File: src/rtl/eeprom_txn_engine.sv
// EEPROM transaction sequencer: variable-length reads/writes over a byte-level
// I2C master, with page-split writes, ACK polling and an encoded error result.
`default_nettype none

module eeprom_txn_engine #(
  parameter int         BYTES    = 4,
  parameter logic [6:0] SLA7     = 7'h58,
  parameter int         PAGE     = 32,
  parameter int         POLL_MAX = 255
) (
  input  logic               clk_i,
  input  logic               rst_ni,
  input  logic               req_i,
  input  logic               wr_i,
  input  logic [15:0]        addr_i,
  input  logic [4:0]         len_i,
  input  logic [BYTES*8-1:0] din_i,
  output logic [BYTES*8-1:0] dout_o,
  output logic               busy_o,
  output logic               done_o,
  output logic [1:0]         err_o,
  output logic               i2c_start_o,
  output logic               i2c_stop_o,
  output logic               i2c_write_o,
  output logic               i2c_read_o,
  output logic [7:0]         i2c_data_in_o,
  output logic               ack_in_o,
  input  logic               i2c_busy_i,
  input  logic               i2c_done_i,
  input  logic               i2c_ack_err_i,
  input  logic [7:0]         i2c_data_out_i
);

  localparam logic [15:0] c_PAGE_MASK = 16'(PAGE - 1);

  typedef enum logic [3:0] {
    S_IDLE, S_START, S_SLA_W, S_ADDR_H, S_ADDR_L, S_WDATA, S_RSTART, S_SLA_R,
    S_RDATA, S_STOP, S_POLL_START, S_POLL_SLA, S_POLL_STOP, S_DONE
  } state_e;

  state_e             state_q, state_d;
  logic               wr_q, wr_d;
  logic [15:0]        addr_q, addr_d;
  logic [4:0]         rem_q, rem_d;
  logic [4:0]         idx_q, idx_d;
  logic [BYTES*8-1:0] din_q, din_d;
  logic [BYTES*8-1:0] dout_q, dout_d;
  logic [1:0]         err_q, err_d;
  logic               busy_q, busy_d;
  logic               done_q, done_d;
  logic               pend_q, pend_d;
  logic [7:0]         poll_cnt_q, poll_cnt_d;
  logic               poll_ack_q, poll_ack_d;
  logic               start_q, start_d;
  logic               stop_q, stop_d;
  logic               write_q, write_d;
  logic               read_q, read_d;
  logic [7:0]         data_q, data_d;
  logic               ack_q, ack_d;

  logic               w_issue;
  logic               w_fin;
  logic [15:0]        w_addr_inc;
  logic [7:0]         w_wbyte;

  always_comb begin
    state_d    = state_q;
    wr_d       = wr_q;
    addr_d     = addr_q;
    rem_d      = rem_q;
    idx_d      = idx_q;
    din_d      = din_q;
    dout_d     = dout_q;
    err_d      = err_q;
    busy_d     = busy_q;
    done_d     = 1'b0;
    pend_d     = pend_q;
    poll_cnt_d = poll_cnt_q;
    poll_ack_d = poll_ack_q;
    start_d    = 1'b0;
    stop_d     = 1'b0;
    write_d    = 1'b0;
    read_d     = 1'b0;
    data_d     = data_q;
    ack_d      = ack_q;

    // One command in flight at a time; the strobe goes out the cycle after issue.
    w_issue    = !pend_q && !i2c_busy_i;
    w_fin      = pend_q && i2c_done_i;
    w_addr_inc = addr_q + 16'd1;
    w_wbyte    = 8'h00;
    for (int k = 0; k < BYTES; k++) begin
      if (idx_q == 5'(k)) w_wbyte = din_q[(BYTES-1-k)*8 +: 8];
    end

    if (w_fin) pend_d = 1'b0;

    unique case (state_q)
      S_IDLE: begin
        if (req_i) begin
          wr_d   = wr_i;
          addr_d = addr_i;
          rem_d  = len_i;
          idx_d  = 5'd0;
          din_d  = din_i;
          dout_d = '0;
          err_d  = 2'd0;
          busy_d = 1'b1;
          if (len_i == 5'd0 || len_i > 5'(BYTES)) begin
            err_d   = 2'd3;
            state_d = S_DONE;
          end else begin
            state_d = S_START;
          end
        end
      end
      S_START, S_RSTART, S_POLL_START: begin
        if (w_issue) begin
          start_d = 1'b1;
          pend_d  = 1'b1;
        end
        if (w_fin) begin
          state_d = (state_q == S_START)  ? S_SLA_W :
                    (state_q == S_RSTART) ? S_SLA_R : S_POLL_SLA;
        end
      end
      S_SLA_W, S_ADDR_H, S_ADDR_L, S_SLA_R: begin
        if (w_issue) begin
          write_d = 1'b1;
          pend_d  = 1'b1;
          data_d  = (state_q == S_SLA_W)  ? {SLA7, 1'b0} :
                    (state_q == S_SLA_R)  ? {SLA7, 1'b1} :
                    (state_q == S_ADDR_H) ? addr_q[15:8] : addr_q[7:0];
        end
        if (w_fin) begin
          if (i2c_ack_err_i) begin
            err_d   = 2'd1;
            state_d = S_STOP;
          end else begin
            state_d = (state_q == S_SLA_W)  ? S_ADDR_H :
                      (state_q == S_ADDR_H) ? S_ADDR_L :
                      (state_q == S_SLA_R)  ? S_RDATA  :
                      (wr_q ? S_WDATA : S_RSTART);
          end
        end
      end
      S_WDATA: begin
        if (w_issue) begin
          write_d = 1'b1;
          pend_d  = 1'b1;
          data_d  = w_wbyte;
        end
        if (w_fin) begin
          if (i2c_ack_err_i) begin
            err_d   = 2'd1;
            state_d = S_STOP;
          end else begin
            addr_d = w_addr_inc;
            rem_d  = rem_q - 5'd1;
            idx_d  = idx_q + 5'd1;
            // Close the segment on the last byte or when the page (or 64K) wraps.
            if (rem_q == 5'd1 || (w_addr_inc & c_PAGE_MASK) == 16'd0) state_d = S_STOP;
          end
        end
      end
      S_RDATA: begin
        if (w_issue) begin
          read_d = 1'b1;
          pend_d = 1'b1;
          ack_d  = (rem_q == 5'd1);
        end
        if (w_fin) begin
          for (int k = 0; k < BYTES; k++) begin
            if (idx_q == 5'(k)) dout_d[(BYTES-1-k)*8 +: 8] = i2c_data_out_i;
          end
          rem_d = rem_q - 5'd1;
          idx_d = idx_q + 5'd1;
          if (rem_q == 5'd1) state_d = S_STOP;
        end
      end
      S_STOP, S_POLL_STOP: begin
        if (w_issue) begin
          stop_d = 1'b1;
          pend_d = 1'b1;
        end
        if (w_fin) begin
          if (state_q == S_STOP) begin
            if (err_q != 2'd0 || !wr_q) begin
              state_d = S_DONE;
            end else begin
              poll_cnt_d = 8'd0;
              state_d    = S_POLL_START;
            end
          end else if (poll_ack_q) begin
            state_d = (rem_q == 5'd0) ? S_DONE : S_START;
          end else if (poll_cnt_q == 8'(POLL_MAX)) begin
            err_d   = 2'd2;
            state_d = S_DONE;
          end else begin
            state_d = S_POLL_START;
          end
        end
      end
      S_POLL_SLA: begin
        if (w_issue) begin
          write_d = 1'b1;
          pend_d  = 1'b1;
          data_d  = {SLA7, 1'b0};
        end
        if (w_fin) begin
          poll_ack_d = !i2c_ack_err_i;
          if (i2c_ack_err_i) poll_cnt_d = poll_cnt_q + 8'd1;
          state_d = S_POLL_STOP;
        end
      end
      S_DONE: begin
        done_d  = 1'b1;
        busy_d  = 1'b0;
        state_d = S_IDLE;
      end
      default: state_d = S_IDLE;
    endcase
  end

  always_ff @(posedge clk_i or negedge rst_ni) begin
    if (!rst_ni) begin
      state_q    <= S_IDLE;
      wr_q       <= 1'b0;
      addr_q     <= 16'd0;
      rem_q      <= 5'd0;
      idx_q      <= 5'd0;
      din_q      <= '0;
      dout_q     <= '0;
      err_q      <= 2'd0;
      busy_q     <= 1'b0;
      done_q     <= 1'b0;
      pend_q     <= 1'b0;
      poll_cnt_q <= 8'd0;
      poll_ack_q <= 1'b0;
      start_q    <= 1'b0;
      stop_q     <= 1'b0;
      write_q    <= 1'b0;
      read_q     <= 1'b0;
      data_q     <= 8'h00;
      ack_q      <= 1'b0;
    end else begin
      state_q    <= state_d;
      wr_q       <= wr_d;
      addr_q     <= addr_d;
      rem_q      <= rem_d;
      idx_q      <= idx_d;
      din_q      <= din_d;
      dout_q     <= dout_d;
      err_q      <= err_d;
      busy_q     <= busy_d;
      done_q     <= done_d;
      pend_q     <= pend_d;
      poll_cnt_q <= poll_cnt_d;
      poll_ack_q <= poll_ack_d;
      start_q    <= start_d;
      stop_q     <= stop_d;
      write_q    <= write_d;
      read_q     <= read_d;
      data_q     <= data_d;
      ack_q      <= ack_d;
    end
  end

  assign dout_o        = dout_q;
  assign busy_o        = busy_q;
  assign done_o        = done_q;
  assign err_o         = err_q;
  assign i2c_start_o   = start_q;
  assign i2c_stop_o    = stop_q;
  assign i2c_write_o   = write_q;
  assign i2c_read_o    = read_q;
  assign i2c_data_in_o = data_q;
  assign ack_in_o      = ack_q;

endmodule

`default_nettype wire

File: config.mk
export PLATFORM = sky130hd
export DESIGN_NAME = eeprom_txn_engine
export DESIGN_NICKNAME = d
export VERILOG_FILES = /design/src/rtl/eeprom_txn_engine.sv
export SDC_FILE = /design/constraint.sdc
export NUM_CORES = 1
export LEC_CHECK = 0
export CORE_ASPECT_RATIO = 2
export CORE_UTILIZATION = 55
export CTS_BUF_LIST = sky130_fd_sc_hd__clkbuf_8
export CTS_CLUSTER_DIAMETER = 50
export DETAILED_ROUTE_END_ITERATION = 10
export GPL_TIMING_DRIVEN = 1
export PLACE_DENSITY = 0.89
export SETUP_SLACK_MARGIN = 0.05
export SLEW_MARGIN = 20
export SYNTH_ARGS = -nofsm -noshare
export SYNTH_HDL_FRONTEND = slang
export SYNTH_SLANG_ARGS = --single-unit
export TNS_END_PERCENT = 100
File: constraint.sdc
create_clock -name clk_i -period 2.7 [get_ports clk_i]
set_input_delay 0.27 -clock clk_i [delete_from_list [all_inputs] [get_ports clk_i]]
set_output_delay 0.27 -clock clk_i [all_outputs]
set_load 0.005 [all_outputs]
After elaboration in Yosys (flattened, before gate mapping):

Index checks and enable logic that the tools add are counted.

* register bits: 122
* latch bits: 0
* RAM bits: 0
* memory bits (read-only): 0
* bits of input ports: 68
* output and inout port bits: 49
* memories: 0

* add/subtract/negate cells: 4
* $mul: 0
* div/mod/pow operators: 0
* magnitude comparators: 1
* eq/ne operators: 43
* shift-type cells: 0
* muxes and demuxes: 82
* bitwise operators: 0
* reduce and logical (&&, ||, !) cells: 42

Operator list (number)
* $mux W8: 19
* $mux W4: 20
* $mux W32: 2
* $pmux W32 S2: 1
* $mux W16: 3
* $ne A2 B2 Y1 const B: 22
* $mux W5: 8
* $pmux W16 S2: 1
* $pmux W5 S3: 2
* $pmux W4 S7: 1
* $eq A4 B4 Y1 const B: 6
* $pmux W8 S3: 1
* $reduce_and A4 Y1: 6
* $mux W2: 9
* $add A16 B1 Y16 const B: 1
* $eq A4 B3 Y1 const B: 4
* $logic_not A16 Y1: 1
* $pmux W8 S2: 1
* $logic_not A5 Y1: 3
* $reduce_or A12 Y1: 1
* $eq A5 B1 Y1 const B: 2
* $eq A5 B2 Y1 const B: 2
* $mux W1: 10
* $reduce_bool A2 Y1: 5
* 27 further kinds: 41

Longest topological paths before layout:

* depth after elaboration: 7
* depth in mapped cells: 9

Worst setup path before layout:

OpenSTA, ideal clock, no wires.

* path type: register -> register
* from: register rem_q[1]
* to: register state_q[1]
* library setup time: 0.125 ns
* arrival: 1.872 ns
* required time: 2.575 ns
* slack: 0.703 ns
* cell stages (with the launch flop): 8
* path through: dfrtp_1 -> inv_1 -> ha_1 -> or4b_4 -> o21ai_1 -> a221oi_2 -> a41oi_4 -> mux2_4

* word-level cells in the longest chain between the ends: 4
* elaborated cells on any way between the ends: 5

RTL lines
* start: declaration: RTL line 44 `logic [4:0] rem_q, rem_d;`
* start signal: assignment: RTL line 250 `rem_q <= rem_d;`
* $eq A5 B1 Y1 *: RTL line 162, 178
* $logic_or A1 B1 Y1: RTL line 162 `if (rem_q == 5'd1 || (w_addr_inc & c_PAGE_MASK) == 16'd0) state_d = S_STOP;`
* $ne A3 B3 Y1 (no source line)
* $reduce_and A9 Y1 (no source line) *
* end signal: assignment: RTL line 247 `state_q <= state_d;`
* end: declaration: RTL line 41 `state_e state_q, state_d;`

Mark *: on every way between the ends. The rest lies on a longest branch, timed or not.
A chain may end at the register's enable or synchronous reset.

Worst setup path after layout:

* from: register state_q[3]
* to: register dout_q[1], in the netlist dout_o[1]

* word-level cells in the longest chain between the ends: 3
* elaborated cells on any way between the ends: 8

RTL lines
* $eq A4 B4 Y1 or $logic_not A4 Y1 (tied branches): RTL line 98 `unique case (state_q)`
* $ne A2 B2 Y1 (no source line) or $reduce_bool A2 Y1 (tied branches)
* $reduce_and A4 Y1 (no source line)
* end signal: assignment: RTL line 253 `dout_q <= dout_d;`
* end: declaration: RTL line 47 `logic [BYTES*8-1:0] dout_q, dout_d;`

Several ways; a longest one is shown, not always the timed one.

==> summary.md <==
| Metric | Value |
|---|---|
| Status | `complete, no violations` |
| Final wirelength | `between 15 and 20 mm` |
| YS warnings | `0` |
| Largest family of logic cells by synthesized area | `compound AO/OA/AOI/OAI gates` |
| Type of origin of the critical path | `register` |
| Gr usage total | `0.319` |
| Part of the cycle the worst path needs | `0.874` |
| Slowest-stage cell, CP | `dfrtp_1` |
| Commonest register cell after synthesis | `dfrtp_1` |
| Setup TNS | `0 ns` |
| Final setup vio count | `0` |
| # IOs | `117` |
| Async set-or-reset flop fraction in the synthesized netlist | `1.00` |
| Share of the synthesized area in the top cell type | `0.464` |
| Setup bufs post-CTS | `0` |
| Post-Synth Simple-Gate Area | `0.183` |
| Final Slew Violations | `0` |
| Die width | `between 70 and 80 µm` |
| CTS tree | `built` |
| DP Worst Slack | `~0.26 ns` |
| Max-Cap Viols | `0` |
| Routed wire length per instance | `~20 µm` |
| Post-DRT Antenna Nets | `0` |
| Post-Synth Adder-Cell Area | `0.0190` |
| Crit end category | `register` |
| Final worst slack | `roughly 0.34 ns` |
| Fmax | `424 MHz` |
| PD cells | `1060 nW/µm²` |
| Post-synth EDFFs | `0` |
| Pleak | `about 0.0036 µW` |
| Reg clk slew, reported paths | `about 0.080 ns` |
| Multi-input gate area | `approximately 3200 µm²` |
| Vias | `5882` |
| Drc violations | `0` |
| Final Power | `8720 µW` |
| Most used routing layer | `met2` |
| Initial Util | `0.562` |
| Critical path class | `register to register` |
| Initial drt markers | `393` |
| Relative slew slack | `0.563` |
| Synth area leaders | `dfrtp_1 (46%), nand2_1 (7.0%), mux2_2 (6.3%)` |
| RSZ-0062 raised after global routing | `false` |
| Fin crit period | `2.36 ns` |
| Slew @ Worst Pin | `~0.66 ns` |
| Vias in the first global route | `6004` |
| Clk_lat worst skew | `roughly 0.46 ns` |
| CTS Sinks | `about 120` |
| Crit path cell chain | `nand3_1 > nor4_2 > nand2_1 > a21oi_4 > mux2_2` |
| Initial antenna violation count | `0` |
| CTS root buf | `clkbuf_8` |
| N_diodes | `0` |
| PortBufs | `~120` |
| Pin count of the biggest net entering global routing | `91` |
| CTS resizes | `0` |
| Post-Synthesis Cells | `687` |
| Required time of the critical path | `just over 3 ns` |
| Die footprint | `~12000 µm²` |
| Post-synthesis mux area share | `0.0763` |
| Mapped Area | `between 6000 and 7000 µm²` |
| TritonRoute pass-1 iters | `5` |
| Die Ht | `about 160 µm` |
| M1 GR Usage | `0.335` |
| Biggest area consumer among synthesized cells | `dfrtp_1` |
| Path depth of the worst reg2reg path | `5` |
| Reg area | `just over 3000 µm²` |
| Compound-cell area share of the yosys netlist | `0.196` |
| TritonCTS buffer count | `17` |
| Core ar. | `~12000 µm²` |
| Clock buffer depth | `2` |
| Sequential area share after synthesis | `0.464` |
| Max FO, Critical Path | `14` |
| XOR/XNOR Fraction of Synth Area | `0.0160` |
| Worst R2R Start | `state_q[3]$_DFFE_PN0P_` |
| Row count | `56` |
| Final Skew | `~0.018 ns` |
| GRT Residual Overflow | `0` |
| #FFs+latches synth | `122` |
| Worst path max stage delay | `approximately 0.63 ns` |
| Dpl hpwl | `about 14 mm` |
| Worst hold slack | `between 0.3 and 0.4 ns` |
| Distinct cells, synth | `76` |
| Final core occ | `0.705` |
| Layout cell share with drive strength beyond 1 | `0.135` |
| Via-to-Cell Ratio | `approximately 6.1` |
| Fin nets | `around 880` |
| Commonest cells post-synth | `nand2_1 (123), dfrtp_1 (122), o21ai_0 (53)` |
| CTS H-Tree Depth | `4` |
| First-pass GRT wire length | `~30 mm` |
| Worst R2R Setup Slack | `0.34 ns` |
| CTS hold repair buffers | `1` |
| GP Congestion | `0.940` |
| Fill count | `approximately 860` |
| Synthesized Nets | `between 700 and 800` |
| Final hold vios | `0` |
| Avg Cell Area, Syn | `9.58 µm²` |
| Hold crit path type | `input pin to asynchronous set/reset pin` |
| Grt met3 use | `0.0560` |
| Crit path DAT | `~2.7 ns` |
| Peak supply drop | `between 600 and 700 µV` |
| Area grow syn2layout | `25.4%` |
| Reg2reg end | `dout_o[1]$_DFFE_PN0P_` |
| Most frequent cell after synthesis | `nand2_1` |
| GRT met2 Usage | `0.573` |
-- sequential cells by signal (all words and copies together) (netlist names) --
name,flops
ack_in_o,1
addr_q,16
busy_o,1
din_q,32
done_o,1
dout_o,32
err_o,2
i2c_data_in_o,8
i2c_read_o,1
i2c_start_o,1
i2c_stop_o,1
i2c_write_o,1
idx_q,5
pend_q,1
poll_ack_q,1
poll_cnt_q,8
rem_q,5
state_q,4
wr_q,1
-- layer usage --
layer / part of all wire / up-vias
met2: 0.54 / 271
met4: 0.059 / 0
met5: 0 / -
met3: 0.052 / 74
li1: - / 2674
met1: 0.35 / 2863
-- cell families after synthesis --
family                   after synthesis
AO/OA/AOI/OAI                        186
adder cells (fa/ha/maj)               10
multiplexers                          44
flip-flops                           122
AND/OR/NAND/NOR                      251
XOR/XNOR                              12
buffers and inverters                 62
-- worst max-delay path, delay by kind of cell, from the launching register on --
| kind | cells | cell delay, ns |
|---|---|---|
| AO/OA/AOI/OAI | 1 | 0.38 |
| AND/OR/NAND/NOR | 3 | 0.86 |
| flip-flops | 1 | 0.63 |
| multiplexers | 1 | 0.39 |
-- per-stage QoR --
stage	std cells	area, µm²
global route	958	8250
detailed placement	926	7840
global placement	926	7840
finish	958	8250
CTS	958	8250
floorplan	687	6580
-- worst max path at each step --
stage | from | to | slack [ns] | depth (start not counted)
after global routing | state_q[3]$_DFFE_PN0P_ | dout_o[15]$_DFFE_PN0P_ | 0.19 | 5
after CTS | state_q[3]$_DFFE_PN0P_ | dout_o[10]$_DFFE_PN0P_ | 0.37 | 5
after detailed placement | i2c_done_i | dout_o[10]$_DFFE_PN0P_ | 0.26 | 6
after global placement | i2c_done_i | dout_o[10]$_DFFE_PN0P_ | 0.35 | 6
final | state_q[3]$_DFFE_PN0P_ | dout_o[1]$_DFFE_PN0P_ | 0.34 | 5
after floorplan | rem_q[1]$_DFFE_PN0P_ | state_q[1]$_DFFE_PN0P_ | 0.70 | 7
-- layout by cell type (no fill, tap or decap), types with 8 or more instances in the layout --
cell type,count
a21oi_1,45
a22oi_1,12
and2_1,12
and3_1,9
buf_4,16
clkbuf_8,17
clkdlybuf4s50_1,115
dfrtp_1,122
ha_1,10
inv_1,22
mux2_2,37
nand2_1,123
nand2b_1,11
nand3_1,14
nor2_1,42
nor3_1,12
o21ai_0,53
xor2_1,8
-- cell type report --
type                       instances  share of cell area
clock buffer                      17              0.0284
clock inverter                    14              0.0197
inverter                          24              0.0109
multi-input combinational        503               0.391
sequential                       122               0.370
tap                              145              0.0220
timing repair buffer             133               0.158
-- power breakdown --
| part | leakage [µW] | internal [µW] | switching [µW] |
|---|---|---|---|
| Sequential | 0.00154 | 2540 | 633 |
| Combinational | 0.00186 | 1790 | 2080 |
| Clock | 0.000194 | 839 | 829 |
| Total | 0.00359 | 5170 | 3540 |
No activity file was read; power rests on OpenSTA's default activity.
